**config.mk**
```make
export PLATFORM = sky130hd
export DESIGN_NAME = sseg_scan_ctrl
export DESIGN_NICKNAME = d
export VERILOG_FILES = /design/src/rtl/sseg_pkg.sv /design/src/rtl/sseg_slot_timer.sv /design/src/rtl/sseg_scan_ctrl.sv
export SDC_FILE = /design/constraint.sdc
export NUM_CORES = 1
export LEC_CHECK = 0
export CORE_MARGIN = 10
export CORE_UTILIZATION = 47
export CTS_CLUSTER_DIAMETER = 100
export DETAILED_ROUTE_END_ITERATION = 12
export PLACE_DENSITY = 0.8
export SYNTH_ARGS = -nofsm -noshare
export SYNTH_HDL_FRONTEND = slang
export SYNTH_HIERARCHICAL = 1
export SYNTH_SLANG_ARGS = --single-unit
export TNS_END_PERCENT = 50
```
**constraint.sdc**
```tcl
create_clock -name clk -period 7.55 [get_ports clk]
set_input_delay 0.755 -clock clk [delete_from_list [all_inputs] [get_ports clk]]
set_output_delay 0.755 -clock clk [all_outputs]
set_load 0.01 [all_outputs]
```
**src/rtl/sseg_pkg.sv**
```systemverilog
// Shared constants, state encoding and nibble helper for the seven-segment scan controller.
package sseg_pkg;
   localparam int         DIGITS = 4;
   localparam logic [3:0] AN_OFF = 4'b1111;

   typedef enum logic {S_BLANK, S_ON} state_t;

   function automatic logic [3:0] nib_of(input logic [15:0] v, input logic [1:0] i);
      return v[{i, 2'b00} +: 4];
   endfunction
endpackage

```
**src/rtl/sseg_slot_timer.sv**
```systemverilog
// Per-slot cycle counter: marks the slot wrap, the end of the blanking gap and the frame end.
module sseg_slot_timer #(
   parameter int PRESCALE = 100000,
   parameter int BLANK    = 1000
) (
   input  logic clk,
   input  logic rst,
   input  logic last_digit,
   output logic slot_wrap,
   output logic on_start,
   output logic frame_end
);
   localparam int CW = $clog2(PRESCALE);
   localparam logic [CW-1:0] LAST  = CW'(PRESCALE - 1);
   localparam logic [CW-1:0] ON_AT = CW'((BLANK == 0) ? 0 : BLANK - 1);

   logic [CW-1:0] cnt;

   always_ff @(posedge clk) begin
      if (!rst)           cnt <= '0;
      else if (slot_wrap) cnt <= '0;
      else                cnt <= cnt + 1'b1;
   end

   assign slot_wrap = (cnt == LAST);
   // With no blanking gap there is no blank-to-on transition inside a slot.
   assign on_start  = (BLANK != 0) && (cnt == ON_AT);
   assign frame_end = slot_wrap && last_digit;
endmodule

```
**src/rtl/sseg_scan_ctrl.sv**
```systemverilog
// Four-digit scan scheduler: frame-synchronous shadow load, blanking gap, digit mask and
// leading-zero suppression feeding the downstream segment decoder.
module sseg_scan_ctrl
   import sseg_pkg::*;
#(
   parameter int PRESCALE = 100000,
   parameter int BLANK    = 1000
) (
   input  logic        clk,
   input  logic        rst,
   input  logic [15:0] value,
   input  logic [3:0]  dp_in,
   input  logic        value_valid,
   output logic        value_ready,
   input  logic [3:0]  digit_en,
   input  logic        lzs,
   output logic [1:0]  digit_sel,
   output logic [3:0]  digit_nib,
   output logic        digit_dp,
   output logic [3:0]  sseg_an,
   output logic        frame_tick
);
   logic        slot_wrap, on_start, frame_end, load, an_upd, zero_run;
   logic [1:0]  sel_nxt;
   logic [15:0] shadow, shadow_nxt;
   logic [3:0]  dp_sh, dp_nxt, sup, show;
   state_t      state, state_nxt;

   sseg_slot_timer #(.PRESCALE(PRESCALE), .BLANK(BLANK)) u_timer (
      .clk        (clk),
      .rst        (rst),
      .last_digit (digit_sel == 2'd3),
      .slot_wrap  (slot_wrap),
      .on_start   (on_start),
      .frame_end  (frame_end)
   );

   assign value_ready = frame_end;
   assign frame_tick  = frame_end;
   assign load        = frame_end && value_valid;
   assign sel_nxt     = slot_wrap ? digit_sel + 2'd1 : digit_sel;
   assign shadow_nxt  = load ? value : shadow;
   assign dp_nxt      = load ? dp_in : dp_sh;

   always_comb begin
      state_nxt = state;
      case (state)
         S_BLANK: if (BLANK == 0 || on_start)  state_nxt = S_ON;
         S_ON:    if (BLANK != 0 && slot_wrap) state_nxt = S_BLANK;
         default: state_nxt = S_BLANK;
      endcase
   end

   // A digit is a leading zero when it and every more-significant nibble are zero.
   always_comb begin
      zero_run = 1'b1;
      sup      = '0;
      for (int i = DIGITS - 1; i >= 0; i--) begin
         zero_run = zero_run & (nib_of(shadow_nxt, 2'(i)) == 4'h0);
         sup[i]   = lzs & zero_run & (i != 0);
      end
      show = digit_en & ~sup;
   end

   // Anodes only move on entry to the lit phase of a slot or when blanking begins.
   assign an_upd = (state_nxt == S_ON) && (state == S_BLANK || slot_wrap);

   always_ff @(posedge clk) begin
      if (!rst) begin
         state     <= S_BLANK;
         digit_sel <= 2'd0;
         shadow    <= 16'h0;
         dp_sh     <= 4'h0;
         digit_nib <= 4'h0;
         digit_dp  <= 1'b1;
         sseg_an   <= AN_OFF;
      end else begin
         state     <= state_nxt;
         digit_sel <= sel_nxt;
         shadow    <= shadow_nxt;
         dp_sh     <= dp_nxt;
         digit_nib <= nib_of(shadow_nxt, sel_nxt);
         digit_dp  <= ~dp_nxt[sel_nxt];
         if (an_upd)
            sseg_an <= show[sel_nxt] ? ~(4'b0001 << sel_nxt) : AN_OFF;
         else if (state_nxt == S_BLANK)
            sseg_an <= AN_OFF;
      end
   end
endmodule
```
==> flow_metrics.tcl <==
set metrics [dict create \
    synth_area_per_cell_um2 8.88 \
    start_util 0.481 \
    comb_power_share 0.061 \
    first_iter_violations 96 \
    power_density_nw_per_um2 162 \
    cts_buffers 5 \
    path_max_fanout 29 \
    cap_violations 0 \
    synth-seq-area-share 0.402 \
    pwr-share-clk 0.393 \
    grt_pass1_vias 2171 \
    synth_cell_type_count 47 \
    synth_flop_cell "dfxtp_1" \
    cts-resized-gates 0 \
    antenna_found_initial 0 \
    grt_pass1_wl_um 9920 \
    htreeDepth 2 \
    place.gp.congestion 0.878 \
    period_minus_slack_ns 4.01 \
    wl_met3_um 321 \
    rsz0062_at_grt "false" \
    finalHoldViolCount 0 \
    end_kind "flip-flop" \
    switching_share 0.216 \
    intPower_uw 376 \
    finClkSkew_ns 0.00819 \
    routedWlPerCell_um 14.8 \
    dp_cells 371 \
    path_class "reg2reg" \
    crit_family "simple AND/OR/NAND/NOR gates" \
    fin_nets 339 \
    synth-seq-cells 49 \
    ys.warnings.count 6 \
    status "complete, no violations" \
    critPathMaxStageDelay_ns 0.63 \
    setup_viol 0 \
    route.met2.wl_um 2560 \
    fillers 467 \
    vias 2075 \
    drc_errors 0 \
    grt_usage 0.139 \
    cts.path.max_buffers 2 \
    clock-sinks 49 \
    final_common_cell "nand2_1" \
    netlist_area_um2 2440 \
    routed_wl_um 5630 \
    async_flop_share 0 \
    crit_buf_inv 0 \
    hold_path_class "reg2reg" \
    drive_gt1_frac 0.0841 \
    report.final.slew_viol_count 0 \
    first_pass_iters 4 \
    path_cells "ha_1 > nand4_1 > nor4_4 > and2_2 > nand2_1 > a211o_1 > or4_4 > o211a_1 > a21oi_2" \
    slew_headroom 0.282 \
    syn_nets 306 \
    insertion_delay_ns 0.30 \
    instances_no_fill 379 \
    grt_start_max_net_pins 30 \
    fp.dieH_um 92.1 \
    hold_buffers 0 \
    synth_edf_count 0 \
    p_sw_uw 104 \
    clk_pin_slew_ns 0.09 \
    p_leak_nw 0.986 \
    port_buffers 40 \
    pwr-share-seq 0.546 \
    hpwl_um 4200 \
    vdd_drop_max_uv 113 \
    cts-root-buf "clkbuf_8" \
    period_share 0.531 \
    synthCells 275 \
    critPathRequiredTime_ns 7.80 \
    syn_to_final_growth_pct 21.2 \
    top_layer "met4" \
    fmax_ghz 0.250 \
    ios 41 \
    rows 26 \
    slowest_stage "nand2_1" \
    met1_length_um 2630 \
    core-area_um2 5070 \
    mostFrequentLayoutCells "53 x nand2_1, 49 x dfxtp_1, 40 x clkdlybuf4s50_1" \
    total_power_uw 480 \
    arrival_ns 4.26 \
    startpoint_type "flip-flop" \
    tns_ns 0 \
    postCtsSetupBuffers 0 \
    die_w_um 92.1 \
    antenna_left 0 \
    viasPerCell 5.47 \
    worstMarginPinSlew_ns 1.07 \
    antenna_cells 0 \
    grt_overflow 0 \
    dieArea_um2 8480 \
    cts_tree "built" \
]
[final cells by class]
| type | instances | area, um2 | share of cell area |
|---|---|---|---|
| clock inverters | 2 | 38.8 | 0.0131 |
| multi-input cells | 207 | 1360 | 0.459 |
| inverters | 5 | 18.8 | 0.00635 |
| flip-flops and latches | 49 | 981 | 0.332 |
| repair buffers | 40 | 400 | 0.135 |
| well taps | 70 | 87.6 | 0.0296 |
| clock buffers | 6 | 72.6 | 0.0245 |
[stage by stage]
step           area, um2  hold WS (ns)  setup slack (ns)  utilization
2_1_floorplan       2440         0.433              4.81            -
3_3_place_gp        2850         0.439              3.68        0.561
3_5_place_dp        2850         0.449              3.57        0.561
4_1_cts             2960         0.462              3.51        0.583
5_1_grt             2960         0.484              3.18        0.583
6_report            2960         0.458              3.54        0.583
[worst reg2reg max path, cell delays in order, from the launching register on]
cell and delay (ns):
dfxtp_1 0.45, ha_1 0.24, nand4_1 0.25, nor4_4 0.62, and2_2 0.33, nand2_1 0.63
a211o_1 0.54, or4_4 0.53, o211a_1 0.25, a21oi_2 0.12
[cells in the mapped netlist (2+ instances only)]
master / instances / area, um2
nor2b_1: 4 / 25.0
mux2_2: 2 / 22.5
nor4_1: 11 / 68.8
or4_4: 2 / 22.5
a211oi_1: 2 / 15.0
nand3_1: 8 / 40.0
xor2_1: 2 / 17.5
dfxtp_1: 49 / 981
mux2i_1: 7 / 70.1
buf_2: 2 / 10.0
ha_1: 3 / 37.5
nand2_1: 53 / 199
buf_4: 2 / 15.0
a21oi_1: 21 / 105
nor3_1: 2 / 10.0
nor2_1: 34 / 128
mux4_2: 9 / 203
nor4b_1: 2 / 17.5
and2_1: 3 / 18.8
xnor2_1: 13 / 114
o21ai_0: 3 / 15.0
clkbuf_1: 7 / 26.3
inv_1: 4 / 15.0
nand4_1: 7 / 43.8
[logic make-up (layout without fill, tap and decap cells)]
logic type,after synthesis,in the layout,share of synthesized area
DFF,49,49,0.402
xor gates and xnor gates,15,15,0.0538
muxes,18,18,0.121
adders and majority gates,3,3,0.0154
AOI/OAI and AO/OA,37,37,0.0959
buffers and inverters,19,53,0.0415
and+or+nand+nor,134,134,0.271
[sequential cells by signal (all words and copies together), names as in the netlist]
name         count
digit_dp         1
digit_nib        4
digit_sel        2
dp_sh            4
shadow          16
sseg_an          4
state            1
u_timer/cnt     17
[power by group through the flow]
stage / combinational [mW] / clock (mW) / sequential, mW
after global routing: 0.0322 / 0.200 / 0.262
after floorplan: 0.00995 / 0 / 0.267
after detailed placement: 0.0292 / 0 / 0.268
final: 0.0295 / 0.189 / 0.262
after CTS: 0.0293 / 0.192 / 0.262
after global placement: 0.0290 / 0 / 0.268
[metal layers]
metal	global-route usage	vias up
li1	-	1037
met5	0	-
met2	0.219	64
met3	0.0383	10
met4	0.0604	0
met1	0.173	964
[final timing paths]
| path | start | end | slack, ns | depth (start not counted) |
|---|---|---|---|---|
| max | u_timer/cnt[0] | sseg_an[1] | 3.54 | 9 |
| min | shadow[3] | shadow[3] | 0.46 | 2 |
| max reg2reg | u_timer/cnt[0] | sseg_an[1] | 3.54 | 9 |
| min reg2reg | shadow[3] | shadow[3] | 0.46 | 2 |
Power figures use the tool's default switching activity.
